[config.mk]
export PLATFORM = sky130hd
export DESIGN_NAME = max_pool_stream
export DESIGN_NICKNAME = d
export VERILOG_FILES = /design/src/rtl/cnn_pkg.sv /design/src/rtl/max_cmp.sv /design/src/rtl/max_pool_stream.sv
export SDC_FILE = /design/constraint.sdc
export NUM_CORES = 1
export LEC_CHECK = 0
export CAP_MARGIN = 30
export CORE_AREA = 10 10 176 178
export CTS_BUF_LIST = sky130_fd_sc_hd__clkbuf_4 sky130_fd_sc_hd__clkbuf_8 sky130_fd_sc_hd__clkbuf_16
export DETAILED_ROUTE_END_ITERATION = 6
export DIE_AREA = 0 0 186 188
export PLACE_DENSITY_LB_ADDON = 0.3
export SETUP_SLACK_MARGIN = 0.3
export SKIP_CTS_REPAIR_TIMING = 1
export SYNTH_ARGS = -nofsm -noshare
export SYNTH_HDL_FRONTEND = slang
export SYNTH_SLANG_ARGS = --single-unit
[constraint.sdc]
create_clock -name clk -period 6.05 [get_ports clk]
set_clock_uncertainty 0.15 [all_clocks]
set_input_delay 1.21 -clock clk [delete_from_list [all_inputs] [get_ports clk]]
set_output_delay 1.21 -clock clk [all_outputs]
set_load 0.02 [all_outputs]
[src/rtl/cnn_pkg.sv]
// cnn_pkg: shared defaults and elaboration-time helpers for the CNN datapath.
// Contents:
//   DATA_WIDTH_DEF - default pixel width
//   clog2          - ceiling log2 (0 for values <= 1)
//   cnt_w          - counter width that never collapses to zero bits
//   idx_w          - in-window index width, clog2(POOL*POOL)
//   win_cols       - number of pooling windows across a row, IMG_W/POOL
package cnn_pkg;

  localparam int DATA_WIDTH_DEF = 16;

  function automatic int clog2(input int value);
    int r;
    r = 0;
    while ((1 << r) < value) begin
      r = r + 1;
    end
    return r;
  endfunction

  function automatic int cnt_w(input int count);
    return (count > 1) ? clog2(count) : 1;
  endfunction

  function automatic int idx_w(input int pool);
    return clog2(pool * pool);
  endfunction

  function automatic int win_cols(input int img_w, input int pool);
    return img_w / pool;
  endfunction

endpackage

[src/rtl/max_cmp.sv]
// max_cmp: combinational two-operand maximum with index tracking.
// 'a' is the incumbent and 'b' the challenger; b wins only when strictly
// greater, so ties keep the earlier value and its index.
// Ports:
//   a, b          - operands (DATA_WIDTH)
//   a_idx, b_idx  - operand indices (IDX_W)
//   max, max_idx  - winning value and its index
// Parameter SIGNED selects two's-complement (1) or unsigned (0) compare.
module max_cmp #(
  parameter int DATA_WIDTH = 16,
  parameter int IDX_W      = 2,
  parameter bit SIGNED     = 1'b1
) (
  input  logic [DATA_WIDTH-1:0] a,
  input  logic [DATA_WIDTH-1:0] b,
  input  logic [IDX_W-1:0]      a_idx,
  input  logic [IDX_W-1:0]      b_idx,
  output logic [DATA_WIDTH-1:0] max,
  output logic [IDX_W-1:0]      max_idx
);

  logic w_b_gt;

  // Strict-greater test in the configured number representation
  always_comb begin
    w_b_gt = 1'b0;
    if (SIGNED) begin
      w_b_gt = ($signed(b) > $signed(a));
    end else begin
      w_b_gt = (b > a);
    end
  end

  // Select winner and its index
  always_comb begin
    max     = a;
    max_idx = a_idx;
    if (w_b_gt) begin
      max     = b;
      max_idx = b_idx;
    end else begin
      max     = a;
      max_idx = a_idx;
    end
  end

endmodule

[src/rtl/max_pool_stream.sv]
// max_pool_stream: streaming POOL x POOL max-pooling over raster-order pixels.
// One pixel per beat in, one maximum per window out, valid/ready both sides.
// Ports:
//   clk, reset            - clock, asynchronous active-high reset
//   in_data/in_valid/in_ready    - input pixel stream
//   out_data/out_valid/out_ready - window-maximum stream
//   out_last              - marks the final output of a frame
//   out_idx               - (MAX_POOL_ARGMAX_EN only) raster position of the
//                           winner inside its window
// Optional feature macro: MAX_POOL_ARGMAX_EN.
module max_pool_stream
  import cnn_pkg::*;
#(
  parameter int DATA_WIDTH = DATA_WIDTH_DEF,
  parameter int IMG_W      = 28,
  parameter int IMG_H      = 28,
  parameter int POOL       = 2,
  parameter bit SIGNED     = 1'b1
) (
  input  logic                  clk,
  input  logic                  reset,
  input  logic [DATA_WIDTH-1:0] in_data,
  input  logic                  in_valid,
  output logic                  in_ready,
  output logic [DATA_WIDTH-1:0] out_data,
  output logic                  out_valid,
  input  logic                  out_ready,
  output logic                  out_last
`ifdef MAX_POOL_ARGMAX_EN
  ,
  output logic [idx_w(POOL)-1:0] out_idx
`endif
);

  localparam int WIN_COLS = win_cols(IMG_W, POOL);
  localparam int IDX_W    = idx_w(POOL);
  localparam int PW       = cnt_w(POOL);
  localparam int WC_W     = cnt_w(WIN_COLS);
  localparam int ROW_W    = cnt_w(IMG_H);

  localparam logic [PW-1:0]    P_LAST   = PW'(POOL - 1);
  localparam logic [WC_W-1:0]  WC_LAST  = WC_W'(WIN_COLS - 1);
  localparam logic [ROW_W-1:0] ROW_LAST = ROW_W'(IMG_H - 1);

  if ((IMG_W % POOL) != 0 || (IMG_H % POOL) != 0 || POOL < 2) begin : g_param_check
    $error("max_pool_stream: IMG_W and IMG_H must be multiples of POOL, and POOL >= 2");
  end

  // Column is tracked as (window column, offset inside window) and row as
  // (absolute row, offset inside window) so no divide/modulo is needed.
  logic [PW-1:0]    r_col_in;
  logic [WC_W-1:0]  r_wc;
  logic [PW-1:0]    r_row_in;
  logic [ROW_W-1:0] r_row;

  logic [DATA_WIDTH-1:0] r_partial [WIN_COLS];
  logic [DATA_WIDTH-1:0] r_out_data;
  logic                  r_out_valid;
  logic                  r_out_last;

  logic                  w_accept;
  logic                  w_first;
  logic                  w_last_elem;
  logic                  w_frame_end;
  logic [DATA_WIDTH-1:0] w_max;
  logic [IDX_W-1:0]      w_max_idx;
  logic [IDX_W-1:0]      w_a_idx;
  logic [IDX_W-1:0]      w_b_idx;

  assign in_ready    = !r_out_valid || out_ready;
  assign w_accept    = in_valid && in_ready;
  assign w_first     = (r_row_in == '0) && (r_col_in == '0);
  assign w_last_elem = (r_row_in == P_LAST) && (r_col_in == P_LAST);
  assign w_frame_end = (r_row == ROW_LAST) && (r_wc == WC_LAST);

`ifdef MAX_POOL_ARGMAX_EN
  logic [IDX_W-1:0] r_pidx [WIN_COLS];
  logic [IDX_W-1:0] r_out_idx;

  assign w_a_idx = r_pidx[r_wc];
  assign w_b_idx = IDX_W'(int'(r_row_in) * POOL + int'(r_col_in));
  assign out_idx = r_out_idx;

  // Index buffer runs alongside the partial maxima
  always_ff @(posedge clk) begin
    if (w_accept && !w_last_elem) begin
      r_pidx[r_wc] <= w_first ? w_b_idx : w_max_idx;
    end
  end

  // Registered winner index, same timing as out_data
  always_ff @(posedge clk or posedge reset) begin
    if (reset) begin
      r_out_idx <= '0;
    end else if (w_accept && w_last_elem) begin
      r_out_idx <= w_max_idx;
    end
  end
`else
  logic [IDX_W-1:0] w_unused_idx;

  assign w_a_idx      = '0;
  assign w_b_idx      = '0;
  assign w_unused_idx = w_max_idx;
`endif

  max_cmp #(
    .DATA_WIDTH (DATA_WIDTH),
    .IDX_W      (IDX_W),
    .SIGNED     (SIGNED)
  ) u_max_cmp (
    .a       (r_partial[r_wc]),
    .b       (in_data),
    .a_idx   (w_a_idx),
    .b_idx   (w_b_idx),
    .max     (w_max),
    .max_idx (w_max_idx)
  );

  // Raster position counters; advance only on accepted pixels
  always_ff @(posedge clk or posedge reset) begin
    if (reset) begin
      r_col_in <= '0;
      r_wc     <= '0;
      r_row_in <= '0;
      r_row    <= '0;
    end else if (w_accept) begin
      if (r_col_in == P_LAST) begin
        r_col_in <= '0;
        if (r_wc == WC_LAST) begin
          r_wc     <= '0;
          r_row_in <= (r_row_in == P_LAST) ? '0 : r_row_in + 1'b1;
          r_row    <= (r_row == ROW_LAST) ? '0 : r_row + 1'b1;
        end else begin
          r_wc <= r_wc + 1'b1;
        end
      end else begin
        r_col_in <= r_col_in + 1'b1;
      end
    end
  end

  // Running maxima; a window's first pixel overwrites any stale content.
  // The closing pixel goes straight to the output register instead.
  always_ff @(posedge clk) begin
    if (w_accept && !w_last_elem) begin
      r_partial[r_wc] <= w_first ? in_data : w_max;
    end
  end

  // Output register: load on window close, otherwise clear on handshake
  always_ff @(posedge clk or posedge reset) begin
    if (reset) begin
      r_out_valid <= 1'b0;
      r_out_data  <= '0;
      r_out_last  <= 1'b0;
    end else if (w_accept && w_last_elem) begin
      r_out_valid <= 1'b1;
      r_out_data  <= w_max;
      r_out_last  <= w_frame_end;
    end else if (out_ready) begin
      r_out_valid <= 1'b0;
      r_out_last  <= 1'b0;
    end
  end

  assign out_data  = r_out_data;
  assign out_valid = r_out_valid;
  assign out_last  = r_out_last;

endmodule

### Word level (Yosys, flattened, before mapping)

Memory sizes are Yosys's and may differ from the RTL's.
Cells that the tools add are included.

| storage, ports and cells | value |
|---|---|
| word-level logic and storage cells | 40 |
| bits in writable memories | 224 |
| flip-flop bits (word level) | 29 |
| output and inout port bits | 19 |
| memories | 1 |

| operators by class | value |
|---|---|
| $add $sub $neg | 4 |
| reductions and logical operators | 12 |
| eq/ne operators | 2 |
| multiplexer cells | 11 |
| bitwise gates (word level) | 2 |
| order comparisons | 1 |

Memories:

| name | depth | width | read ports | clocked after memory_dff | wr ports | RTL line | source |
|---|---|---|---|---|---|---|---|
| r_partial | 14 | 16 | 1 | 0 | 1 | max_pool_stream.sv:56 | `logic [DATA_WIDTH-1:0] r_partial [WIN_COLS];` |

Operator list:

| operator | count |
|---|---|
| $mux 16 | 2 |
| $gt 16x16->1 | 1 |
| $mux 1 | 7 |
| $logic_and 1x1->1 | 6 |
| $add 5x1->5 const B | 1 |
| $eq 5x5->1 const B | 1 |
| $mux 5 | 1 |
| $add 4x1->4 const B | 1 |
| $eq 4x4->1 const B | 1 |
| $mux 4 | 1 |
| $reduce_and 3->1 | 1 |
| $add 1x1->1 const B | 2 |
| $logic_not 1->1 | 2 |
| $not 1->1 | 2 |
| $reduce_and 2->1 | 1 |
| $reduce_bool 2->1 | 1 |
| $logic_or 1x1->1 | 1 |

### Logic depth before layout (Yosys ltp)

| logic depth | value |
|---|---|
| word-level depth | 6 |
| depth in mapped cells | 18 |
| depth with buffers taken out | 12 |

### Modules after synthesis

Synthesis repeated with hierarchy kept, for this count alone.

| second synthesis, totals | value |
|---|---|
| cell total of the unflattened synthesis | 648 |
| area total of the unflattened synthesis | 11,000.6 um^2 |

Modules (own cells, without submodules):

| module | area each (um^2) | seq. area each (um^2) | cells an instance | times used |
|---|---|---|---|---|
| max_pool_stream | 10,338.7 | 7,452.1 | 570 | 1 |
| max_cmp | 661.9 | 0.0 | 78 | 1 |

### Worst setup path before layout

No wires, ideal clock.

| timing | value |
|---|---|
| kind | register to register |
| from | reg r_wc[0] |
| to | mem r_partial[0][15], data pin |
| data arrival time | 3,781 ps |
| library setup time | 285 ps |
| data required time | 5,615 ps |
| buffers on the path | 4 |
| cell stages (with the launch flop) | 16 |
| slack | 1,835 ps |
| path through | dfrtp_1 > buf_2 > buf_2 > mux4_2 > o211ai_1 > o21ai_0 > inv_1 > ha_1 > a21oi_1 > o21a_1 > o21bai_1 > or4_1 > buf_4 > o221ai_4 > buf_6 > mux2i_1 |

| on the way | value |
|---|---|
| longest elaborated chain between the ends | 4 |

Ends and longest elaborated chain:

| what | RTL line | source |
|---|---|---|
| from (decl) | max_pool_stream.sv:52 | `logic [WC_W-1:0] r_wc;` |
| from (signal assigned) | max_pool_stream.sv:135 | `r_wc <= r_wc + 1'b1;` |
| $mem_v2 14x16 * | n/a |  |
| $gt 16x16->1 | max_cmp.sv:28 | `w_b_gt = ($signed(b) > $signed(a));` |
| $mux 16 * | max_cmp.sv:38 | `if (w_b_gt) begin` |
| $mux 16 * | max_pool_stream.sv:147 | `r_partial[r_wc] <= w_first ? in_data : w_max;` |
| to (decl) | max_pool_stream.sv:56 |  |

Every way passes the cells marked *; elsewhere a longest branch is shown, timed or not.

### Worst setup path in the final report

| timing | value |
|---|---|
| from | reg r_wc[0] |
| to | mem r_partial[4][4], data pin |

The elaborated chain is that of the path after synthesis.

==> results.json <==
{
  "status": "completed",
  "syn_area_per_cell_um2": 16.7,
  "required_ps": 6090,
  "yosys_warnings": 0,
  "drv_cap": 0,
  "clkLatencyLatePin_ps": 520,
  "vias": 5900,
  "die_h_um": 188,
  "finish.net_count": 751,
  "place_area_um2": 11800,
  "dr.pass1.iters": 7,
  "worstSetupPathType": "reg -> reg",
  "drt_iter0_markers": 423,
  "grtUsageTotal": 0.135,
  "yosysSeqAreaShare": 0.689,
  "n_fill_cell": 2307,
  "multi_input_area_um2": 3120,
  "synth_nets": 686,
  "io_buffers": 38,
  "synth_top_cell_by_area": "edfxtp_1",
  "slew_viol_final": 0,
  "ios": 39,
  "holdCritPathClass": "reg -> reg",
  "dp_hpwl_mm": 15.3,
  "syn2layout_area_growth_pct": 17.2,
  "relSlewSlack": 0.352,
  "h-tree-depth": 1,
  "drive_above_1_share": 0.213,
  "synth.distinct_cells": 48,
  "fin_crit_sh": 0.887,
  "antenna_found_initial": 0,
  "cp-start-kind": "flip-flop",
  "die_x_um": 186,
  "finalInstanceArea_um2": 12700,
  "final_cell_mix": "224 x edfxtp_1, 49 x mux4_2, 39 x nor2_1",
  "routed_wl_mm": 23.6,
  "leakage_nw": 4.35,
  "clk_pin_slew_ps": 60,
  "fin_tns_setup_ps": 0,
  "synthTopCellsByArea": "edfxtp_1 62%, mux4_2 10%, dfrtp_1 6.7%",
  "synth-seq-cells": 253,
  "gp_routability_congestion": 0.820,
  "vdd_ir_drop_max_v": 0.000277,
  "finalSetupViolations": 0,
  "synth_area_um2": 10800,
  "hold_viol_final": 0,
  "grt-ovfl-total": 0,
  "core_area_um2": 27500,
  "p_per_area_nw_per_um2": 567,
  "cts_sinks": 253,
  "diodes": 0,
  "floorplan.initialDensity": 0.393,
  "synth_flop_cell": "edfxtp_1",
  "synth_edf_count": 224,
  "syn_inst": 649,
  "cts_max_path_buffers": 3,
  "rows": 61,
  "arrival_ps": 5410,
  "grt_pass1_wl_mm": 36.5,
  "tightest_slew_ps": 944,
  "synth_top_area_share": 0.622,
  "crit_path_max_fanout": 29,
  "first_global_vias": 6009,
  "max_freq_mhz": 186,
  "period_needed_ps": 5370,
  "layout_commonest_cell": "edfxtp_1",
  "endpoint_kind": "flip-flop",
  "numCtsBuffers": 25,
  "async_flop_share": 0.115,
  "die-area_um2": 35000,
  "root_buffer": "clkbuf_16",
  "rsz0062_at_grt": "true",
  "grt_max_degree": 30,
  "ant_nets": 0,
  "register_area_um2": 7460,
  "wire_per_inst_um": 21.9,
  "via_per_inst": 5.48,
  "cts_tree": "done",
  "drc_errors": 0
}
## critical path, stage by stage (launching register included)
cell	delay (ps)
dfrtp_4	720
buf_12	310
mux4_2	550
o211ai_1	160
o21ai_0	130
buf_4	170
inv_1	50
ha_1	250
a21oi_1	140
o21a_1	140
o21bai_1	150
nor4_4	900
o221ai_4	350
mux2i_1	800
## per-stage QoR
step                      setup WS [ps]  cells  total power, mW  hold WS [ps]   util
final                               681   1077             7.19           360  0.461
after global placement              646   1029             5.51           334  0.428
after detailed placement            603   1032             5.63           350  0.429
after CTS                           574   1076             7.23           364  0.461
after global routing                271   1077             7.60           384  0.461
after floorplan                    1830    649             4.67           323      -
## flip-flops by register name, summed over array words and instances, names as in the netlist
signal / flops
r_wc: 4
r_col_in: 1
r_partial: 224
out_last: 1
r_row: 5
r_row_in: 1
out_data: 16
out_valid: 1
## report_power, final
part	internal (mW)	switching (mW)	total, mW
combinational	1.15	1.61	2.76
sequential	2.60	0.219	2.82
clock	0.976	0.629	1.60
total	4.73	2.46	7.19
## cell type report
type,count,area share
clock inverter,17,0.0169
tap,346,0.0342
sequential,253,0.589
timing repair buffer,76,0.0557
clock buffer,27,0.0506
multi-input combinational,333,0.247
inverter,25,0.00741
## cell usage after synthesis, types with 5 or more instances
library cell,count
dfrtp_1,29
o21ai_0,36
a31oi_1,16
nand2_1,32
a21oi_1,6
edfxtp_1,224
o211ai_1,31
nor2_1,40
buf_1,5
nor3_1,6
inv_1,25
clkbuf_1,19
mux4_2,49
buf_2,9
and2b_1,5
mux2_2,9
ha_1,17
mux2i_1,37
## path summary, 6_finish.rpt
check / from / endpoint / slack [ps] / cells past startpoint
max: r_wc[0] / r_partial[4][4] / 680 / 13
min: r_row[4] / r_row[4] / 360 / 1
max reg2reg: r_wc[0] / r_partial[4][4] / 680 / 13
min in group asynchronous: reset / out_data[14] / 900 / 3
max in group asynchronous: reset / r_wc[0] / 4540 / 3
min reg2reg: r_row[4] / r_row[4] / 360 / 1
## per-layer routing
layer  wire length, um  vias up  track usage
met5                 0        -            0
met4               429        0       0.0354
met3              1320       33       0.0189
met2             11400      189        0.223
met1             10500     2995        0.182
li1                  -     2683            -
## cell families (layout without fill, tap and decap cells)
group                    Yosys count  in the layout  synth area share
buffers and inverters             63            145            0.0250
adder cells (fa/ha/maj)           17             17            0.0197
multiplexers                      98             98             0.150
AO/OA/AOI/OAI                    100            100            0.0604
AND/OR/NAND/NOR                  115            115            0.0532
flip-flops                       253            253             0.689
XOR/XNOR                           3              3           0.00243
No activity file was read; power rests on OpenSTA's default activity.
